$ cat src/rtl/db15_joy_tx.sv
`default_nettype none
// ============================================================================
//  Module      : db15_joy_cond
//  Description : Conditions one asynchronous host control pin. A flop chain
//                synchronises the pin, then a window filter only accepts a
//                new level once the newest FILTER_LEN synchronised samples
//                all agree on it. The filtered level and its one-cycle-delayed
//                copy are exported so the caller can pick the edge it needs.
//  Ports       : clk       - system clock
//                reset     - synchronous, active-high
//                i_pin     - raw asynchronous pin
//                o_level   - filtered level
//                o_level_d - filtered level delayed by one clk
//  Revision    : 1.0 - initial release
// ============================================================================
module db15_joy_cond #(
    parameter int   SYNC_STAGES = 2,
    parameter int   FILTER_LEN  = 2,
    parameter logic RESET_LEVEL = 1'b0
) (
    input  logic clk,
    input  logic reset,
    input  logic i_pin,
    output logic o_level,
    output logic o_level_d
);

    logic [SYNC_STAGES-1:0] r_sync;
    logic                   w_sync;
    logic                   w_all_hi;
    logic                   w_all_lo;
    logic                   r_level;
    logic                   r_level_d;

    always_ff @(posedge clk) begin
        if (reset) begin
            r_sync <= {SYNC_STAGES{RESET_LEVEL}};
        end else begin
            r_sync <= {r_sync[SYNC_STAGES-2:0], i_pin};
        end
    end

    assign w_sync = r_sync[SYNC_STAGES-1];

    // The filter window always includes the current synchroniser output, so
    // only FILTER_LEN-1 older samples need storage. This keeps the pin to
    // filtered-level latency at SYNC_STAGES + FILTER_LEN cycles.
    generate
        if (FILTER_LEN == 1) begin : g_filt_single
            assign w_all_hi = w_sync;
            assign w_all_lo = ~w_sync;
        end else begin : g_filt_window
            logic [FILTER_LEN-2:0] r_hist;
            logic [FILTER_LEN-1:0] w_win;

            assign w_win = {r_hist, w_sync};

            always_ff @(posedge clk) begin
                if (reset) begin
                    r_hist <= {(FILTER_LEN-1){RESET_LEVEL}};
                end else begin
                    r_hist <= w_win[FILTER_LEN-2:0];
                end
            end

            assign w_all_hi = &w_win;
            assign w_all_lo = ~|w_win;
        end
    endgenerate

    always_ff @(posedge clk) begin
        if (reset) begin
            r_level   <= RESET_LEVEL;
            r_level_d <= RESET_LEVEL;
        end else begin
            if (w_all_hi) begin
                r_level <= 1'b1;
            end else if (w_all_lo) begin
                r_level <= 1'b0;
            end
            r_level_d <= r_level;
        end
    end

    assign o_level   = r_level;
    assign o_level_d = r_level_d;

endmodule

// ============================================================================
//  Module      : db15_joy_tx
//  Description : Target side of the DB15 serial joystick link. Behaves like a
//                chain of parallel-in/serial-out shift registers holding
//                {~joy_2, ~joy_1}; the host loads with joy_load low and
//                shifts one bit out per joy_clk rising edge, LSB first.
//  Ports       : clk         - system clock (40-50 MHz)
//                reset       - synchronous, active-high
//                joy_1       - player 1 buttons, active-high, bit0 = R
//                joy_2       - player 2 buttons, active-high
//                joy_clk     - host shift clock, asynchronous
//                joy_load    - host load, asynchronous, low = parallel load
//                joy_data    - serial data, active-low buttons, idle 1
//                frame_done  - one-clk pulse when the last bit is shifted past
//                bit_index   - shifts since the last load, saturating
//                host_active - high while loads keep arriving in time
//  Revision    : 1.0 - initial release
// ============================================================================
module db15_joy_tx #(
    parameter int BITS_PER_PLAYER = 12,
    parameter int SYNC_STAGES     = 2,
    parameter int FILTER_LEN      = 2,
    parameter int TIMEOUT_CYCLES  = 4800000
) (
    input  logic                                   clk,
    input  logic                                   reset,
    input  logic [BITS_PER_PLAYER-1:0]             joy_1,
    input  logic [BITS_PER_PLAYER-1:0]             joy_2,
    input  logic                                   joy_clk,
    input  logic                                   joy_load,
    output logic                                   joy_data,
    output logic                                   frame_done,
    output logic [$clog2(2*BITS_PER_PLAYER+1)-1:0] bit_index,
    output logic                                   host_active
);

    localparam int FRAME_LEN = 2 * BITS_PER_PLAYER;
    localparam int IDX_W     = $clog2(FRAME_LEN + 1);
    localparam int CNT_W     = $clog2(TIMEOUT_CYCLES + 1);

    localparam logic [IDX_W-1:0] c_IDX_FULL = IDX_W'(FRAME_LEN);
    localparam logic [IDX_W-1:0] c_IDX_LAST = IDX_W'(FRAME_LEN - 1);
    localparam logic [CNT_W-1:0] c_CNT_MAX  = CNT_W'(TIMEOUT_CYCLES);

    // IDLE exists so that stray joy_clk edges after reset cannot shift
    // anything: shifting is only armed once a fresh load has been seen.
    localparam logic [1:0] ST_IDLE  = 2'd0;
    localparam logic [1:0] ST_LOAD  = 2'd1;
    localparam logic [1:0] ST_SHIFT = 2'd2;

    logic                 w_load_lvl;
    logic                 w_load_lvl_d;
    logic                 w_clk_lvl;
    logic                 w_clk_lvl_d;
    logic                 w_load_fall;
    logic                 w_clk_rise;

    logic [1:0]           r_state;
    logic [1:0]           w_state_nxt;
    logic                 w_do_load;
    logic                 w_do_shift;

    logic [FRAME_LEN-1:0] r_shift;
    logic [IDX_W-1:0]     r_idx;
    logic                 r_done;
    logic [CNT_W-1:0]     r_to_cnt;

    // ------------------------------------------------------------------------
    // Input conditioning. Load idles high and clock idles low, so reset the
    // conditioners to those levels; the first real host edge is then seen.
    // ------------------------------------------------------------------------
    db15_joy_cond #(
        .SYNC_STAGES (SYNC_STAGES),
        .FILTER_LEN  (FILTER_LEN),
        .RESET_LEVEL (1'b1)
    ) u_cond_load (
        .clk       (clk),
        .reset     (reset),
        .i_pin     (joy_load),
        .o_level   (w_load_lvl),
        .o_level_d (w_load_lvl_d)
    );

    db15_joy_cond #(
        .SYNC_STAGES (SYNC_STAGES),
        .FILTER_LEN  (FILTER_LEN),
        .RESET_LEVEL (1'b0)
    ) u_cond_clk (
        .clk       (clk),
        .reset     (reset),
        .i_pin     (joy_clk),
        .o_level   (w_clk_lvl),
        .o_level_d (w_clk_lvl_d)
    );

    assign w_load_fall = w_load_lvl_d & ~w_load_lvl;
    assign w_clk_rise  = w_clk_lvl & ~w_clk_lvl_d;

    // ------------------------------------------------------------------------
    // Control FSM
    // ------------------------------------------------------------------------
    always_ff @(posedge clk) begin
        if (reset) begin
            r_state <= ST_IDLE;
        end else begin
            r_state <= w_state_nxt;
        end
    end

    always_comb begin
        w_state_nxt = r_state;
        w_do_load   = 1'b0;
        w_do_shift  = 1'b0;

        case (r_state)
            ST_IDLE: begin
                if (!w_load_lvl) begin
                    w_state_nxt = ST_LOAD;
                end
            end
            ST_LOAD: begin
                if (w_load_lvl) begin
                    w_state_nxt = ST_SHIFT;
                end
            end
            ST_SHIFT: begin
                if (!w_load_lvl) begin
                    w_state_nxt = ST_LOAD;
                end
            end
            default: begin
                w_state_nxt = ST_IDLE;
            end
        endcase

        // Load is level-driven and takes priority over a clock edge seen in
        // the same cycle. A shift may already happen in the first cycle after
        // load release, while the state register still reads LOAD.
        if (!w_load_lvl) begin
            w_do_load = 1'b1;
        end else if (w_clk_rise && (r_state != ST_IDLE)) begin
            w_do_shift = 1'b1;
        end
    end

    // ------------------------------------------------------------------------
    // Shift register and bit counter. Inputs are only sampled while loading,
    // so the last load cycle's buttons are what get serialised.
    // ------------------------------------------------------------------------
    always_ff @(posedge clk) begin
        if (reset) begin
            r_shift <= '1;
            r_idx   <= '0;
            r_done  <= 1'b0;
        end else begin
            r_done <= 1'b0;
            if (w_do_load) begin
                r_shift <= {~joy_2, ~joy_1};
                r_idx   <= '0;
            end else if (w_do_shift) begin
                // Ones fill from the top, so the line idles high once the
                // frame has been fully shifted out.
                r_shift <= {1'b1, r_shift[FRAME_LEN-1:1]};
                if (r_idx != c_IDX_FULL) begin
                    r_idx <= r_idx + 1'b1;
                end
                if (r_idx == c_IDX_LAST) begin
                    r_done <= 1'b1;
                end
            end
        end
    end

    // ------------------------------------------------------------------------
    // Host activity timeout. Starting saturated means a freshly reset block
    // reports no host until the first load arrives.
    // ------------------------------------------------------------------------
    always_ff @(posedge clk) begin
        if (reset) begin
            r_to_cnt <= c_CNT_MAX;
        end else if (w_load_fall) begin
            r_to_cnt <= '0;
        end else if (r_to_cnt != c_CNT_MAX) begin
            r_to_cnt <= r_to_cnt + 1'b1;
        end
    end

    assign joy_data    = r_shift[0];
    assign frame_done  = r_done;
    assign bit_index   = r_idx;
    assign host_active = (r_to_cnt != c_CNT_MAX);

endmodule
`default_nettype wire

$ cat config.mk
export PLATFORM = sky130hd
export DESIGN_NAME = db15_joy_tx
export DESIGN_NICKNAME = d
export VERILOG_FILES = /design/src/rtl/db15_joy_tx.sv
export SDC_FILE = /design/constraint.sdc
export NUM_CORES = 1
export LEC_CHECK = 0
export ABC_AREA = 1
export CAP_MARGIN = 40
export CORE_UTILIZATION = 50
export CTS_CLUSTER_SIZE = 8
export DETAILED_ROUTE_END_ITERATION = 8
export PLACE_DENSITY = 0.75
export SLEW_MARGIN = 20
export SYNTH_ARGS = -nofsm -noshare
export SYNTH_HDL_FRONTEND = slang
export SYNTH_SLANG_ARGS = --single-unit
export TNS_END_PERCENT = 100
$ cat constraint.sdc
create_clock -name clk -period 1.2 [get_ports clk]
set_input_delay 0.24 -clock clk [delete_from_list [all_inputs] [get_ports clk]]
set_output_delay 0.24 -clock clk [all_outputs]
set_load 0.05 [all_outputs]
==> results by group, run 1 <==
Detailed routing
  – Wire per inst: 16.7 um
  – Vias: 3486
  – Drt total wl: 10700 um
  – Vias per inst: 5.47
  – ANT nets after route: 0
  – DRC violations left: 0
  – Drt pass-1 iters: 5
  – DR iter-0 viols: 204

Synth
  – Ys flop type: dfxtp_1
  – Seq/Total Area, Yosys: 41.4%
  – Post-synth EDFFs: 0
  – Ys async rst share: 0%
  – Largest cells by area after synthesis: dfxtp_1, nand2_1, nor2_1, nand3_1, inv_1
  – Synth area leader: dfxtp_1
  – Yosys warnings: 0
  – Syn Nets: 477
  – Mapped Avg Cell Area: 7.08 um2
  – Post-synthesis instance total: 444
  – Most instantiated library cell after synthesis: nand2_1
  – Seq cells post-synth: 65
  – Top cell type's share of synthesized area: 41.4%
  – Count of cell types in the netlist: 32
  – Netlist Area Pre-Place: 3140 um2
  – Top cells by count, synth: nand2_1, nor2_1, dfxtp_1

Global routing
  – Largest net degree at the start of global routing: 27
  – Vias in the first global route: 3261
  – Total track usage: 29.7%
  – First-pass GRT wire length: 14600 um
  – Congestion Overflow GR: 0
  – Initial antenna violation count: 0

Timing
  – Final worst-path setup slack: -0.488 ns
  – Final period util: 141%
  – Pins over their slew limit: 0
  – RSZ-0062 raised after global routing: true
  – Peak Freq: 0.592 GHz
  – Slew HR: 76.4%
  – Final critical-path required period: 1.69 ns
  – Setup TNS: -9.31 ns
  – Final hold violation count: 0
  – # setup viols final: 50
  – Worst Skew: 0.00912 ns
  – Worst-Margin Slew: 0.353 ns

Setup path
  – Slowest cell delay on critical path: 0.36 ns
  – Critical path cell sequence: inv_4 -> ha_4 -> nand2_2 -> inv_2 -> nand2_2 -> nor2_4 -> nand3_4 -> buf_12
  – Critical path fanouts, max: 2
  – Most used cell along the critical path: nand2_2
  – Reg2reg setup slack: -0.32 ns
  – Crit path kind: register to output port
  – RR Startpoint: r_to_cnt[0]$_SDFFE_PP0N_
  – Slowest cell on the critical path: dfxtp_4
  – Reg-to-Reg End: r_to_cnt[1]$_SDFFE_PP0N_
  – Reg2reg path depth: 12
  – CP endpoint kind: output port
  – Top Family by Delay on Critical Path: flip-flops
  – CP Launch Type: register
  – Critical Path RT: 0.96 ns
  – Arrival time worst endpoint: 1.45 ns
  – Worst path bufs/invs: 3

Worst hold path
  – Worst hold path type: register to register
  – Hold path endpoint: u_cond_clk.r_sync[1]$_SDFF_PP0_
  – Cells on Worst Hold Path: 2
  – Hold Crit Start: u_cond_clk.r_sync[0]$_SDFF_PP0_

Cells and area
  – Layout cells sized above 1: 44.0%
  – Fin nets: 590
  – # diodes: 0
  – Layout area overhead: 60.4%
  – Fin util: 84.1%

Placement
  – Port Buffers: 35
  – Gpl congestion: 0.880
  – Hpwl dp: 5090 um

CTS
  – CTS Sinks: 65
  – Max clock buf depth: 2
  – Register clock-pin slew on the reported worst setup and hold paths: 0.08 ns
  – Cts bufs inserted: 9
  – CTS tree: built
  – Htree depth: 3
  – Worst-Skew Late Latency: 0.36 ns
  – Root buffer cell: clkbuf_8

Floorplanning
  – I/O pins: 36
  – Std cell rows: 28
  – Die Ht: 81.3 um
  – Area of the die: 6610 um2
  – Starting density of the core: 52.5%
  – CORE AREA: 5990 um2
  – Die W: 81.3 um

Job
  – Maxcap violations: 0

Run status
  – Status: complete, but fails checks
  – Failing checks: setup timing

Power
  – Power Dens Cells: 956 nW/um2
  – Pleak: 2.19 nW
  – Maximum vdd ir drop: 854 uV
==> registers in the layout, indices dropped and copies added, names as in the netlist <==
| signal | flops |
|---|---|
| u_cond_clk.o_level | 1 |
| r_state | 2 |
| u_cond_load.o_level | 1 |
| u_cond_clk.r_sync | 2 |
| u_cond_clk.g_filt_window.r_hist | 1 |
| u_cond_load.g_filt_window.r_hist | 1 |
| bit_index | 5 |
| frame_done | 1 |
| r_to_cnt | 23 |
| u_cond_load.o_level_d | 1 |
| u_cond_clk.o_level_d | 1 |
| r_shift | 24 |
| u_cond_load.r_sync | 2 |
==> worst max-delay path by stage <==
stage / startpoint / endpoint / slack (ns) / cells after the start
global placement: r_state[0]$_SDFFE_PP0P_ / r_shift[6]$_SDFFE_PP1P_ / -0.26 / 5
global route: r_to_cnt[0]$_SDFFE_PP0N_ / host_active / -0.55 / 8
CTS: r_to_cnt[1]$_SDFFE_PP0N_ / host_active / -0.46 / 8
detailed placement: r_state[0]$_SDFFE_PP0P_ / r_shift[0]$_SDFFE_PP1P_ / -0.38 / 5
finish: r_to_cnt[0]$_SDFFE_PP0N_ / host_active / -0.49 / 8
floorplan: r_to_cnt[0]$_SDFFE_PP0N_ / r_to_cnt[0]$_SDFFE_PP0N_ / -0.09 / 10
==> per-stage QoR <==
step           instance area [um2]  setup slack (ns)  total power [mW]  hold WS (ns)  cells
6_report                      5040            -0.488              4.82         0.434    637
5_1_grt                       5040            -0.553              4.96         0.439    637
4_1_cts                       4790            -0.459              4.72         0.402    627
3_5_place_dp                  4070            -0.382              2.75         0.398    594
3_3_place_gp                  4070            -0.265              2.74         0.390    594
2_1_floorplan                 3210           -0.0925              2.51         0.324    444
==> what timing repair did <==
item	in CTS	in global routing
hold endpoints to repair	0	0
hold buffers	0	0
cloned	4	1
setup buffers	13	14
resized for setup	93	60
endpoints found under the setup margin	50	55
pin swaps	31	28
==> where the power goes <==
part | total (mW) | internal (mW) | switching (mW)
Clock | 1.96 | 1.02 | 0.942
Combinational | 0.625 | 0.321 | 0.304
Sequential | 2.24 | 2.19 | 0.0459
Total | 4.82 | 3.53 | 1.29
==> logic make-up after synthesis <==
logic type	synth area share [%]
xor+xnor	1.11
fa+ha+maj	1.99
buf+inv	7.76
simple gates	39.2
flops	41.4
compound gates	8.52
==> final cells by class <==
class | instances | area [um2]
clock buffer | 10 | 138
multi-input combinational | 322 | 2060
fill | 336 | 950
tap | 75 | 93.8
inverter | 46 | 190
timing repair inverter | 1 | 6.26
sequential | 65 | 1350
timing repair buffer | 112 | 1140
clock inverter | 6 | 67.6
==> tightest hold or removal path, delay by kind of cell, from the launching register on <==
family        cells  cell delay [ns]
buf+inv           1             0.05
simple gates      1             0.03
flops             1             0.31
==> cell usage in the layout (no fill, tap or decap), types with 9 or more instances in the layout <==
cell and instances:
nand3_2 19, buf_6 16, buf_4 56, a21oi_1 13, o211ai_1 10, nand3_1 14
nand2_4 23, nor2_4 17, nor2_1 64, clkbuf_8 10, nor2_2 9, clkdlybuf4s50_1 27
nand2_1 83, nand2_2 18, a21oi_2 10, dfxtp_2 14, inv_1 34, dfxtp_1 44
buf_12 12
==> metal layers <==
metal	vias to the layer above	GRT usage, %	routed length [um]
met1	1619	32.0	3940
met4	0	14.3	473
li1	1629	-	-
met3	60	9.10	576
met2	178	52.2	5670
met5	-	0	0
Note: power is estimated with default switching activity, not from simulation.
==> run 2: changes to the inputs <==
--- a/config.mk
+++ b/config.mk
@@ -7,6 +7,7 @@
 export LEC_CHECK = 0
 export ABC_AREA = 1
 export CAP_MARGIN = 40
+export CORE_MARGIN = 10
 export CORE_UTILIZATION = 50
 export CTS_CLUSTER_SIZE = 8
 export DETAILED_ROUTE_END_ITERATION = 8
==> run 2 against run 1 <==
Compared with the run above:
- the flow still finishes with violations (setup timing)
- routed wire length shrank 17%
- global-route usage shrank 15 points
- worst hold slack lost 0.028 ns
- cell count shrank 2.8%
- die area grew 49%
- first-iteration DRC count shrank 11%
- core utilization shrank 4.5 points
- count of clock-buffer cells in the layout grew 1
- largest cell class unchanged
- largest power group unchanged
- highest routed layer unchanged
==> results by group, run 2 (synthesis results as in run 1) <==
Run status
  – Status: complete, but fails checks
  – Failing checks: setup timing

Cells and area
  – Most common cell after layout, fill and taps aside: nand2_1
  – Layout cells sized above 1: 41.4%
  – Reg area: 1350 um2
  – Fin util: 79.7%
  – # fillers: 379
  – Post-route cell area: 4800 um2
  – Footprint of the multi-input gates: 1980 um2
  – Largest Register: r_shift
  – Max reg flops: 24
  – Most frequent cells in the layout: nand2_1, nor2_1, dfxtp_1
  – Final non-filler cell total: 619
  – Layout area overhead: 52.8%
  – # diodes: 0
  – Fin nets: 572

Detailed routing
  – ANT nets after route: 0
  – DR iter-0 viols: 181
  – Wire per inst: 14.3 um
  – Drt pass-1 iters: 5
  – Vias: 3226
  – DRC violations left: 0
  – Drt total wl: 8860 um
  – Vias per inst: 5.21

Timing
  – Final hold violation count: 0
  – Worst Skew: 0.00666 ns
  – Pins over their slew limit: 0
  – Final worst-path setup slack: -0.459 ns
  – Slew HR: 80.3%
  – Final period util: 138%
  – # setup viols final: 28
  – Peak Freq: 0.603 GHz
  – Worst-Margin Slew: 0.296 ns
  – RSZ-0062 raised after global routing: true
  – Final critical-path required period: 1.66 ns

Floorplanning
  – CORE AREA: 6030 um2
  – Die Ht: 99.3 um
  – Starting density of the core: 52.2%
  – I/O pins: 36
  – Die W: 99.3 um
  – Std cell rows: 28
  – Area of the die: 9860 um2

CTS
  – Root buffer cell: clkbuf_8
  – CTS Sinks: 65
  – CTS tree: built
  – Register clock-pin slew on the reported worst setup and hold paths: 0.07 ns
  – Max clock buf depth: 2
  – Htree depth: 3
  – Worst-Skew Late Latency: 0.35 ns
  – Cts bufs inserted: 9

Setup path
  – Critical path cell sequence: inv_4 -> ha_4 -> nand2_2 -> inv_2 -> nand2_2 -> nor2_4 -> nand3_4 -> buf_12
  – Worst path bufs/invs: 3
  – Arrival time worst endpoint: 1.42 ns
  – Critical path fanouts, max: 2
  – Slowest cell on the critical path: dfxtp_4
  – Most used cell along the critical path: nand2_2
  – Crit path from: r_to_cnt[0]$_SDFFE_PP0N_
  – CP endpoint kind: output port
  – Top Family by Delay on Critical Path: flip-flops
  – CP Launch Type: register
  – Critical Path RT: 0.96 ns
  – RR Startpoint: r_to_cnt[0]$_SDFFE_PP0N_
  – Crit path kind: register to output port
  – Slowest cell delay on critical path: 0.36 ns

Power
  – Pwr Total: 4.48 mW
  – Maximum vdd ir drop: 1020 uV
  – Power Dens Cells: 933 nW/um2
  – Pleak: 2.09 nW

Placement
  – Hpwl dp: 5430 um
  – Gpl congestion: 0.888
  – Post-place setup slack: -0.325 ns
  – Cells after DPL: 580
  – Port Buffers: 35
  – Placement-stage cell area: 3980 um2

Global routing
  – Congestion Overflow GR: 0
  – First-pass GRT wire length: 12600 um
  – Initial antenna violation count: 0
  – Total track usage: 15.2%
  – Largest net degree at the start of global routing: 26
  – Vias in the first global route: 2958

Worst hold path
  – Hold Crit Start: u_cond_clk.r_sync[0]$_SDFF_PP0_
  – Worst hold path type: register to register

Job
  – Maxcap violations: 0
run 2: cell count changes in the layout (fill, tap and decap cells not counted), sizes merged:
cell and delta:
clkinvlp -1, clkbuf +3, nor2 -1, bufinv -1, clkinv +1, inv -1, buf -18
run 2: path summary, 6_finish.rpt:
| path | endpoint | cells after the start | slack [ns] |
|---|---|---|---|
| worst max-delay path | host_active | 8 | -0.46 |
| worst min register to register | u_cond_clk.r_sync[1]$_SDFF_PP0_ | 2 | 0.41 |
| worst max register to register | r_to_cnt[2]$_SDFFE_PP0N_ | 13 | -0.40 |
| worst min-delay path | u_cond_clk.r_sync[1]$_SDFF_PP0_ | 2 | 0.41 |
run 2: stage by stage:
| step | setup TNS [ns] | hold slack, ns |
|---|---|---|
| 2_1_floorplan | -0.407 | 0.324 |
| 3_3_place_gp | -9.53 | 0.392 |
| 3_5_place_dp | -11.58 | 0.394 |
| 4_1_cts | -2.98 | 0.388 |
| 5_1_grt | -6.34 | 0.406 |
| 6_report | -3.88 | 0.405 |
run 2: report_power, final:
| part | switching (mW) | internal, mW | leakage, nW |
|---|---|---|---|
| registers | 0.0381 | 2.19 | 0.538 |
| clock network | 0.874 | 0.799 | 0.0891 |
| logic | 0.280 | 0.303 | 1.46 |
| total | 1.19 | 3.29 | 2.09 |
run 2: final cells by class:
class                      instances  area share, %
tap                               75           1.95
timing repair buffer              96           21.3
sequential                        65           28.1
multi-input combinational        321           41.3
clock buffer                      11           2.94
clock inverter                     5          0.651
inverter                          46           3.86
run 2: repair_timing:
| action | in CTS | in global routing |
|---|---|---|
| hold buffers | 0 | 0 |
| endpoints found under the setup margin | 24 | 48 |
| pin swaps | 19 | 40 |
| resized for setup | 36 | 98 |
| gates cloned | 0 | 3 |
| setup buffers | 8 | 14 |
run 2: tightest hold or removal path, cell delays in order, from the launching register on:
cell and delay (ns):
dfxtp_1 0.30, inv_1 0.04, nor2_1 0.03
run 2: routing by layer:
layer	GRT usage [%]	wire length, um	vias up
li1	-	-	1600
met1	16.7	3670	1536
met2	26.5	4730	75
met3	4.78	345	15
met4	5.84	119	0
met5	0	0	-
==> run 3: changes to the inputs <==
--- a/config.mk
+++ b/config.mk
@@ -11,9 +11,10 @@
 export CORE_UTILIZATION = 50
 export CTS_CLUSTER_SIZE = 8
 export DETAILED_ROUTE_END_ITERATION = 8
-export PLACE_DENSITY = 0.75
+export PLACE_DENSITY = 0.76
 export SLEW_MARGIN = 20
 export SYNTH_ARGS = -nofsm -noshare
 export SYNTH_HDL_FRONTEND = slang
+export SYNTH_HIERARCHICAL = 1
 export SYNTH_SLANG_ARGS = --single-unit
 export TNS_END_PERCENT = 100
==> run 3 against run 2 <==
Compared with the run above:
- the run still ends with setup timing left
- cell area fell by 1.3%
- combinational power fell by 16%
- flip-flop and latch count did not move
- power rose by 2.9%
- synthesized cell count fell by 9.2%
- non-clock buffer count fell by 1
- area after synthesis fell by 4.1%
- global-route usage rose by 0.60 points
- critical path depth fell by 2
- die area fell by 3.3%
- critical path type unchanged
- largest cell class unchanged
==> results by group, run 3 <==
Job
  – Maxcap violations: 0

Placement
  – Gpl congestion: 0.848
  – Port Buffers: 35
  – Post-place setup slack: -0.170 ns
  – Hpwl dp: 5190 um
  – Cells after DPL: 546

Timing
  – Worst-Margin Slew: 0.322 ns
  – Hold slack: 0.420 ns
  – Pins over their slew limit: 0
  – Slew HR: 78.5%
  – Final critical-path required period: 1.66 ns
  – Final period util: 138%
  – Final worst-path setup slack: -0.456 ns
  – RSZ-0062 raised after global routing: true
  – # setup viols final: 45
  – Final hold violation count: 0
  – Worst Skew: 0.00803 ns
  – Peak Freq: 0.604 GHz

Synth
  – Post-synthesis instance total: 403
  – Seq cells post-synth: 65
  – Syn Nets: 436
  – Mapped Avg Cell Area: 7.48 um2
  – Ys async rst share: 0%
  – Top cells by count, synth: nand2_1, dfxtp_1, nor2_1
  – Netlist Area Pre-Place: 3010 um2
  – Top cell type's share of synthesized area: 43.2%
  – Synth area leader: dfxtp_1
  – Count of cell types in the netlist: 35
  – Most instantiated library cell after synthesis: nand2_1
  – Largest cells by area after synthesis: dfxtp_1, nand2_1, nor2_1, inv_1, o2111ai_1
  – Seq/Total Area, Yosys: 43.2%
  – Yosys warnings: 6
  – Ys flop type: dfxtp_1
  – Post-synth EDFFs: 0

Detailed routing
  – ANT nets after route: 0
  – DR iter-0 viols: 167
  – Vias per inst: 5.45
  – Vias: 3158
  – Drt pass-1 iters: 4
  – Wire per inst: 16.4 um
  – DRC violations left: 0
  – Drt total wl: 9500 um

Floorplanning
  – CORE AREA: 5890 um2
  – Std cell rows: 28
  – Starting density of the core: 51.2%
  – Die W: 97.6 um
  – Area of the die: 9530 um2
  – Die Ht: 97.6 um
  – I/O pins: 36

Cells and area
  – Most common cell after layout, fill and taps aside: nand2_1
  – Max reg flops: 24
  – Largest Register: r_shift
  – Fin nets: 532
  – Most frequent cells in the layout: nand2_1, dfxtp_1, buf_4
  – Layout cells sized above 1: 41.9%
  – Final non-filler cell total: 579
  – Layout area overhead: 57.2%
  – # diodes: 0

CTS
  – Max clock buf depth: 2
  – Register clock-pin slew on the reported worst setup and hold paths: 0.07 ns
  – Htree depth: 3
  – Root buffer cell: clkbuf_8
  – CTS Sinks: 65
  – Worst-Skew Late Latency: 0.34 ns
  – Cts bufs inserted: 9
  – CTS tree: built

Global routing
  – First-pass GRT wire length: 12800 um
  – Total track usage: 15.8%
  – Initial antenna violation count: 0
  – Vias in the first global route: 2956
  – Largest net degree at the start of global routing: 27
  – Congestion Overflow GR: 0

Worst hold path
  – Worst hold path type: register to register
  – Hold Crit Start: u_cond_clk/r_sync[0]$_SDFF_PP0_

Setup path
  – Critical path fanouts, max: 3
  – RR Startpoint: r_to_cnt[1]$_SDFFE_PP0N_
  – CP Launch Type: register
  – Critical Path RT: 0.96 ns
  – CP endpoint kind: output port
  – Crit path kind: register to output port
  – Arrival time worst endpoint: 1.42 ns
  – Crit path from: r_to_cnt[11]$_SDFFE_PP1P_

Power
  – Maximum vdd ir drop: 945 uV
  – Pleak: 1.99 nW
  – Power Dens Cells: 974 nW/um2
  – Pwr Total: 4.61 mW

Run status
  – Failing checks: setup timing
  – Status: complete, but fails checks
## run 3: changes by cell type in the layout (fill, tap and decap cells not counted), moves of 4 or more
cell       change
nor2_1        -29
nand2_1       -10
nand3_1        -4
dfxtp_1        +8
buf_4          +9
o21ai_1        +7
buf_6         -12
nand2_2        -5
nand3_2       -14
dfxtp_4        -5
nor2_4         -7
o2111ai_2     +14
## run 3: cell type report
| class | count | area, um2 |
|---|---|---|
| Multi-Input combinational cell | 282 | 1940 |
| Sequential cell | 65 | 1330 |
| Tap cell | 75 | 93.8 |
| Clock inverter | 3 | 40.0 |
| Fill cell | 359 | 1150 |
| Timing Repair Buffer | 95 | 988 |
| Clock buffer | 13 | 159 |
| Inverter | 46 | 195 |
## run 3: power breakdown
group          internal [mW]  switching, mW
sequential              2.19         0.0366
combinational          0.251          0.241
clock                   1.07          0.824
total                   3.51           1.10
## run 3: logic make-up after synthesis
kind of cell,Yosys count,synth area share [%]
AO/OA/AOI/OAI,65,13.9
XOR/XNOR,3,0.872
adder cells (fa/ha/maj),5,2.08
buffers and inverters,58,7.97
flip-flops,65,43.2
AND/OR/NAND/NOR,207,32.0
## run 3: path summary, 6_finish.rpt
path	depth (start not counted)	end	slack, ns
setup / recovery	6	host_active	-0.46
hold / removal	2	u_cond_clk/r_sync[1]$_SDFF_PP0_	0.42
setup reg to reg	9	r_to_cnt[13]$_SDFFE_PP1P_	-0.30
hold reg to reg	2	u_cond_clk/r_sync[1]$_SDFF_PP0_	0.42
## run 3: critical path: stages, from the launching register on
cell     delay (ns)
dfxtp_1        0.37
nand2_1        0.10
inv_2          0.07
nand2_1        0.09
nor2_1         0.11
nand4_1        0.15
buf_12         0.20
## run 3: per-layer routing
layer / track usage (%) / wire length, um / up-vias
li1: - / - / 1518
met1: 17.0 / 3810 / 1512
met3: 4.27 / 413 / 35
met5: 0 / 0 / -
met2: 27.7 / 4920 / 93
met4: 7.49 / 357 / 0
## run 3: timing repair
action,in CTS,in global routing
setup endpoints to repair,51,54
hold buffers,0,0
pin swaps,13,30
cloned,1,4
resized for setup,28,98
setup buffers,7,8
## run 3: through the flow
stage | TNS, ns | utilization [%] | area [um2]
2_1_floorplan | -0.347 | - | 3050
3_3_place_gp | -5.25 | 65.8 | 3870
3_5_place_dp | -6.78 | 65.8 | 3870
4_1_cts | -2.71 | 72.1 | 4240
5_1_grt | -8.13 | 80.5 | 4740
6_report | -4.38 | 80.5 | 4740
